--- src/rtl/xs3_to_bcd_serial.sv ---
// Bit-serial excess-3 to BCD decoder (subtracts 0011 LSB first) with digit/error counters.
// Latency: 1 cycle per bit; parallel digit and code_err pulse with the final serial bit.
// Backpressure: none; in_valid=0 stalls the FSM indefinitely, clr aborts a partial digit.
module xs3_to_bcd_serial #(
    parameter int CNT_W = 8
) (
    input  logic             clk,
    input  logic             rst_n,
    input  logic             clr,
    input  logic             in_valid,
    input  logic             in_bit,
    output logic             out_valid,
    output logic             out_bit,
    output logic             digit_valid,
    output logic [3:0]       bcd_digit,
    output logic             code_err,
    output logic [CNT_W-1:0] digit_count,
    output logic [CNT_W-1:0] err_count
);

    // State suffix carries the borrow into the next bit position.
    typedef enum logic [2:0] {
        S_B0,
        S_B1_NB,
        S_B1_B,
        S_B2_NB,
        S_B2_B,
        S_B3_NB,
        S_B3_B
    } state_t;

    state_t           state_q, state_d;
    logic [2:0]       cap_q, cap_d;
    logic             out_valid_q, out_valid_d;
    logic             out_bit_q, out_bit_d;
    logic             digit_valid_q, digit_valid_d;
    logic [3:0]       bcd_digit_q, bcd_digit_d;
    logic             code_err_q, code_err_d;
    logic [CNT_W-1:0] digit_count_q, digit_count_d;
    logic [CNT_W-1:0] err_count_q, err_count_d;

    logic       borrow_in;
    logic       diff;
    logic       borrow_out;
    logic [3:0] code;

    always_comb begin
        state_d       = state_q;
        cap_d         = cap_q;
        out_valid_d   = 1'b0;
        out_bit_d     = out_bit_q;
        digit_valid_d = 1'b0;
        bcd_digit_d   = bcd_digit_q;
        code_err_d    = 1'b0;
        digit_count_d = digit_count_q;
        err_count_d   = err_count_q;

        borrow_in = (state_q == S_B1_B) || (state_q == S_B2_B) || (state_q == S_B3_B);
        code      = {in_bit, cap_q};

        // Subtrahend bits are 1,1,0,0 so each position reduces to a fixed form.
        case (state_q)
            S_B0: begin
                diff       = ~in_bit;
                borrow_out = ~in_bit;
            end
            S_B1_NB, S_B1_B: begin
                diff       = ~in_bit ^ borrow_in;
                borrow_out = ~in_bit | borrow_in;
            end
            default: begin
                diff       = in_bit ^ borrow_in;
                borrow_out = ~in_bit & borrow_in;
            end
        endcase

        if (clr) begin
            state_d = S_B0;
            cap_d   = 3'b000;
        end else if (in_valid) begin
            out_valid_d = 1'b1;
            out_bit_d   = diff;
            case (state_q)
                S_B0: begin
                    cap_d[0] = in_bit;
                    state_d  = borrow_out ? S_B1_B : S_B1_NB;
                end
                S_B1_NB, S_B1_B: begin
                    cap_d[1] = in_bit;
                    state_d  = borrow_out ? S_B2_B : S_B2_NB;
                end
                S_B2_NB, S_B2_B: begin
                    cap_d[2] = in_bit;
                    state_d  = borrow_out ? S_B3_B : S_B3_NB;
                end
                default: begin
                    state_d       = S_B0;
                    digit_valid_d = 1'b1;
                    bcd_digit_d   = code - 4'd3;
                    // Final borrow means code < 3.
                    code_err_d    = borrow_out || (code > 4'd12);
                    digit_count_d = digit_count_q + 1'b1;
                    if (code_err_d) begin
                        err_count_d = err_count_q + 1'b1;
                    end
                end
            endcase
        end
    end

    always_ff @(posedge clk or negedge rst_n) begin
        if (!rst_n) begin
            state_q       <= S_B0;
            cap_q         <= 3'b000;
            out_valid_q   <= 1'b0;
            out_bit_q     <= 1'b0;
            digit_valid_q <= 1'b0;
            bcd_digit_q   <= 4'b0000;
            code_err_q    <= 1'b0;
            digit_count_q <= '0;
            err_count_q   <= '0;
        end else begin
            state_q       <= state_d;
            cap_q         <= cap_d;
            out_valid_q   <= out_valid_d;
            out_bit_q     <= out_bit_d;
            digit_valid_q <= digit_valid_d;
            bcd_digit_q   <= bcd_digit_d;
            code_err_q    <= code_err_d;
            digit_count_q <= digit_count_d;
            err_count_q   <= err_count_d;
        end
    end

    assign out_valid   = out_valid_q;
    assign out_bit     = out_bit_q;
    assign digit_valid = digit_valid_q;
    assign bcd_digit   = bcd_digit_q;
    assign code_err    = code_err_q;
    assign digit_count = digit_count_q;
    assign err_count   = err_count_q;

endmodule

--- config.mk ---
export PLATFORM = sky130hd
export DESIGN_NAME = xs3_to_bcd_serial
export DESIGN_NICKNAME = d
export VERILOG_FILES = /design/src/rtl/xs3_to_bcd_serial.sv
export SDC_FILE = /design/constraint.sdc
export NUM_CORES = 1
export LEC_CHECK = 0
export ABC_CLOCK_PERIOD_IN_PS = 1400
export BUFFER_PORTS_ARGS = -buffer_cell sky130_fd_sc_hd__buf_4
export CAP_MARGIN = 40
export CORE_ASPECT_RATIO = 0.6
export CORE_MARGIN = 8
export CORE_UTILIZATION = 48
export DETAILED_ROUTE_END_ITERATION = 8
export GPL_TIMING_DRIVEN = 1
export HOLD_SLACK_MARGIN = 0.08
export PLACE_DENSITY = 0.76
export SETUP_SLACK_MARGIN = 0.1
export SLEW_MARGIN = 20
export SYNTH_ARGS = -nofsm -noshare
export SYNTH_HDL_FRONTEND = slang
export SYNTH_SLANG_ARGS = --single-unit
--- constraint.sdc ---
create_clock -name clk -period 1.4 [get_ports clk]
set_input_delay 0.07 -clock clk [delete_from_list [all_inputs] [get_ports clk]]
set_output_delay 0.07 -clock clk [all_outputs]
set_load 0.01 [all_outputs]
# Yosys cells after proc, flatten, opt, wreduce, memory -nomap -nowiden
# Index checks and enable logic that the tools add are counted.
# op_classes
n_addsub,3
multipliers,0
div,0
magnitude_cmp,1
n_eq_ne,5
shifts,0
muxes,21
bitwise_logic,7
reduce_logical,17
# ops
operator,count
adder 8 x 1 -> 8 bit (second input constant),2
2-to-1 mux 3 bit,5
2-to-1 mux 1 bit,11
case mux 3 bit (3 select lines),1
AND reduction 2 bit,4
nonzero test 2 bit,4
== test 3 x 2 -> 1 bit (second input constant),2
== test 3 bit (second input constant),2
OR reduction 5 bit,1
> comparator 4 bit (second input constant),1
2-to-1 mux 2 bit,2
case mux 1 bit (2 select lines),2
AND reduction 4 bit,1
OR reduction 2 bit,2
subtractor 4 x 2 -> 4 bit (second input constant),1
== test 3 x 1 -> 1 bit (second input constant),1
zero test 3 bit,1
logical OR 1 bit,3
NOT 1 bit,3
AND reduction 3 bit,1
XOR 1 bit,2
AND 1 bit,1
OR 1 bit,1
# word_totals
ff_bits,30
latchBits,0
mem_bits_rw,0
rom_bits,0
output_inout_bits,24
elab_cells,65
n_memories,0

# Longest topological paths before layout
# logic_depth
word_depth,9
mapped_depth,7
depth_no_buf,6

# Worst setup path before layout
# OpenSTA, ideal clock, no wires.
# synth_path
kind,register to register
start,reg state_q[1]
end,reg err_count_q[1] (netlist: err_count[1])
setup_ns,0.128
arrival_ns,1.412
required_time_ns,1.272
setup_slack_ns,-0.140
path_stages_with_launch,6
n_path_buf,1
cell_sequence,dfrtp_1 -> buf_2 -> o21a_1 -> o221a_4 -> nor2_2 -> mux2_1
# synth_between
elab_chain_cells,7
word_cells_on_any_way,16
cone_classes,eq/ne (5); mux (1); bitwise (3); reduce/logical (7)
# synth_lines
item,line,text
"start, declared",32,"state_t state_q, state_d;"
"start signal, assigned",123,state_q <= state_d;
== test 3 x 2 -> 1 bit / == test 3 bit (equally long branches),"58, 62, 83",
logical OR 1 bit (2 in a row),58,borrow_in = (state_q == S_B1_B) || (state_q == S_B2_B) || (state_q == S_B3_B);
AND 1 bit / OR 1 bit (equally long branches),"73, 69",
case mux 1 bit (2 select lines),62,case (state_q)
logical OR 1 bit,101,code_err_d = borrow_out || (code > 4'd12);
AND reduction 4 bit (no source line) (*),-,
"end signal, assigned",131,err_count_q <= err_count_d;
"end, declared",40,"logic [CNT_W-1:0] err_count_q, err_count_d;"
# Mark *: on every way between the ends. The rest lies on a longest branch, timed or not.
# A chain may end at the register's enable or synchronous reset.

# Worst setup path in the final report
# Ends and elaborated chain as after synthesis.

==> flow_summary.json <==
{
  "synthAdderAreaFrac_pct": 3.36,
  "postLayoutCoreUtil_pct": 75.1,
  "min_from": "clr",
  "finalHoldViolations": 0,
  "num_rows": 15,
  "stdcell_count": 233,
  "start_util_pct": 51.3,
  "outcome": "finished with violations",
  "synth-xor-area-share_pct": 10.6,
  "synthTopCellsByArea": "dfrtp_1 50%, xor2_1 6.5%, nor4_4 4.3%, xnor2_1 4.1%, nand2_1 3.5%",
  "violations": "negative setup slack",
  "crit_path_end_kind": "register",
  "synth_edf_count": 0,
  "ir_drop_mv": 0.866,
  "synth-simple-area-share_pct": 22.4,
  "syn_inst": 134,
  "synth.area.mux_share_pct": 2.77,
  "grt_pass1_wl_um": 5710,
  "syn_to_final_growth_pct": 46.4,
  "synthArstFlopShare_pct": 100,
  "syn_area_um2": 1490,
  "grt_pass1_vias": 1221,
  "synth_top_family_by_area": "simple AND/OR/NAND/NOR gates",
  "post-place-cells": 212,
  "synth_compound_area_share_pct": 6.88,
  "yosysMostFrequentCell": "dfrtp_1",
  "synth_warnings": 0,
  "ant_nets": 0,
  "avgRoutedWirePerCell_um": 17.1,
  "min_to": "out_valid$_DFF_PN0_",
  "top_usage_layer": "met2",
  "worst_pin_slew_ps": 377,
  "grt_usage_pct": 14.5,
  "skew_ps": 6.20,
  "p_sw_share_pct": 29.2,
  "drv_slew": 0,
  "gp_congestion": 0.823,
  "io_pins": 29,
  "clockRootBuffer": "clkbuf_8",
  "core-area_um2": 2910,
  "antenna_found_initial": 0,
  "cts_buffers": 5,
  "cts.clk_slew.worst_paths_ps": 60,
  "dieArea_um2": 5210,
  "ys_ff_latch": 30,
  "slew_headroom_pct": 74.9,
  "avgSynthCellArea_um2": 11.1,
  "powerDensity_nw_per_um2": 991,
  "yosysTopAreaCell": "dfrtp_1",
  "hp-class": "in2reg",
  "clk_latency_ps": 290,
  "die_w_um": 88.0,
  "fp.dieH_um": 59.2,
  "rsz0062_at_grt": "yes",
  "grt_start_max_net_pins": 31,
  "totalWireLength_um": 3990,
  "firstDrtPassIters": 4,
  "path_max_fanout": 7,
  "worst_slack_ps": -95.6,
  "pwr-share-comb_pct": 22.1,
  "start_kind": "register",
  "finalSetupViolCount": 11,
  "synth_top_flop_cell": "dfrtp_1",
  "maxCapViolCount": 0,
  "crit_arrival_ps": 1660,
  "initialDrtViolationCount": 43,
  "leakage_nw": 1.10,
  "cts_max_path_buffers": 2,
  "syn_nets": 143,
  "reg2reg_from": "state_q[1]$_DFFE_PN0P_",
  "yosysSeqAreaShare_pct": 50.3,
  "cts_tree": "yes",
  "synth_top_area_share_pct": 50.3,
  "layout_min_cycle_time_ps": 1500,
  "cts-htree-levels": 2,
  "num_vias": 1228,
  "dpl.hpwl_um": 2280,
  "use_met3_pct": 5.81,
  "port_buffers": 28,
  "grt_use_met1_pct": 17.4,
  "post-place-ws_ps": -72.3,
  "synth.top_cells.by_count": "30 x dfrtp_1, 14 x nand2_1, 11 x xor2_1, 9 x nor2_1, 7 x xnor2_1",
  "critPathKind": "reg2reg",
  "critPathRequiredTime_ps": 1570,
  "fmax_ghz": 0.669,
  "seqPwrFrac_pct": 47.2,
  "n_antenna_cell": 0,
  "drive_gt1_share_pct": 46.6,
  "min_path_cells": 2,
  "r2r_end": "err_count[1]$_DFFE_PN0P_",
  "cts_sinks": 30,
  "grtUsageMet2_pct": 22.0,
  "vias_per_cell": 5.27,
  "final_nets": 200,
  "power.switching_mw": 0.632,
  "reg2reg_slack_ps": -100,
  "ys_types": 34,
  "clkPwrFrac_pct": 30.7,
  "rr_worst_depth": 4,
  "drc": 0,
  "fin_crit_sh_pct": 107,
  "overflow": 0,
  "startpoint": "state_q[1]$_DFFE_PN0P_",
  "power.internal_mw": 1.53
}
[worst max path at each step]
| stage | to | slack, ps | cells after the start |
|---|---|---|---|
| final | err_count[1]$_DFFE_PN0P_ | -100 | 4 |
| after global routing | err_count[7]$_DFFE_PN0P_ | -140 | 5 |
| after CTS | err_count[1]$_DFFE_PN0P_ | -70 | 4 |
| after global placement | err_count[1]$_DFFE_PN0P_ | -20 | 4 |
| after floorplan | err_count[1]$_DFFE_PN0P_ | -90 | 5 |
| after detailed placement | err_count[1]$_DFFE_PN0P_ | -70 | 4 |
[critical path, cell delays in order, from the launching register on]
cell and delay (ps):
dfrtp_2 420, o21a_1 220, o221a_4 300, nor2_4 140, mux2_4 300
[metal layers]
metal  wire length [um]  vias to the layer above  part of all wire, %
li1                   -                      570                    -
met2               1920                       41                   48
met3                261                        9                  6.5
met4                 89                        0                  2.2
met5                  0                        -                    0
met1               1720                      608                   43
[through the flow]
stage	instance area (um2)	TNS, ps	hold slack, ps	total power, mW
6_report	2180	-378	133	2.16
5_1_grt	2180	-1030	136	2.25
4_1_cts	2030	-343	136	2.09
3_5_place_dp	1830	-253	19.5	1.39
3_3_place_gp	1830	-23.7	16.3	1.37
2_1_floorplan	1510	-315	-226	1.20
[flip-flops by register name, indices dropped and copies added (netlist names)]
name         count
bcd_digit        4
cap_q            3
code_err         1
digit_count      8
digit_valid      1
err_count        8
out_bit          1
out_valid        1
state_q          3
[power groups by stage]
stage               sequential (mW)  combinational (mW)  clock [mW]
CTS                            1.01               0.422       0.662
detailed placement             1.02               0.369           0
global placement               1.01               0.359           0
floorplan                      1.04               0.160           0
global route                   1.03               0.517       0.705
finish                         1.02               0.479       0.665
[repair_timing]
| action | 4_1_cts | 5_1_grt |
|---|---|---|
| setup endpoints to repair | 24 | 26 |
| hold buffers | 3 | 0 |
| buffers inserted | 4 | 7 |
| resized for setup | 14 | 31 |
| pin swaps | 11 | 20 |
| endpoints found under the hold margin | 36 | 0 |
| cloned | 1 | 1 |
[kinds of logic after synthesis]
logic type	after synthesis
and+or+nand+nor	53
DFF	30
xor gates and xnor gates	18
AOI/OAI and AO/OA	15
buffers and inverters	10
muxes	4
adders and majority gates	4
[area by class of cell]
| type | instances | area (um2) |
|---|---|---|
| clock buffer | 7 | 76.3 |
| fill | 189 | 726 |
| inverter | 5 | 21.3 |
| multi-input combinational | 95 | 830 |
| sequential | 30 | 753 |
| tap | 42 | 52.6 |
| timing repair buffer | 54 | 450 |
[layout by cell type, fill, tap and decap left out, drive strengths merged, types with 7 or more instances in the layout]
cell type / count
clkbuf: 7
nand2: 14
buf: 51
nand3: 7
xor2: 11
nor2: 10
xnor2: 7
dfrtp: 30
Note: power is estimated with default switching activity, not from simulation.
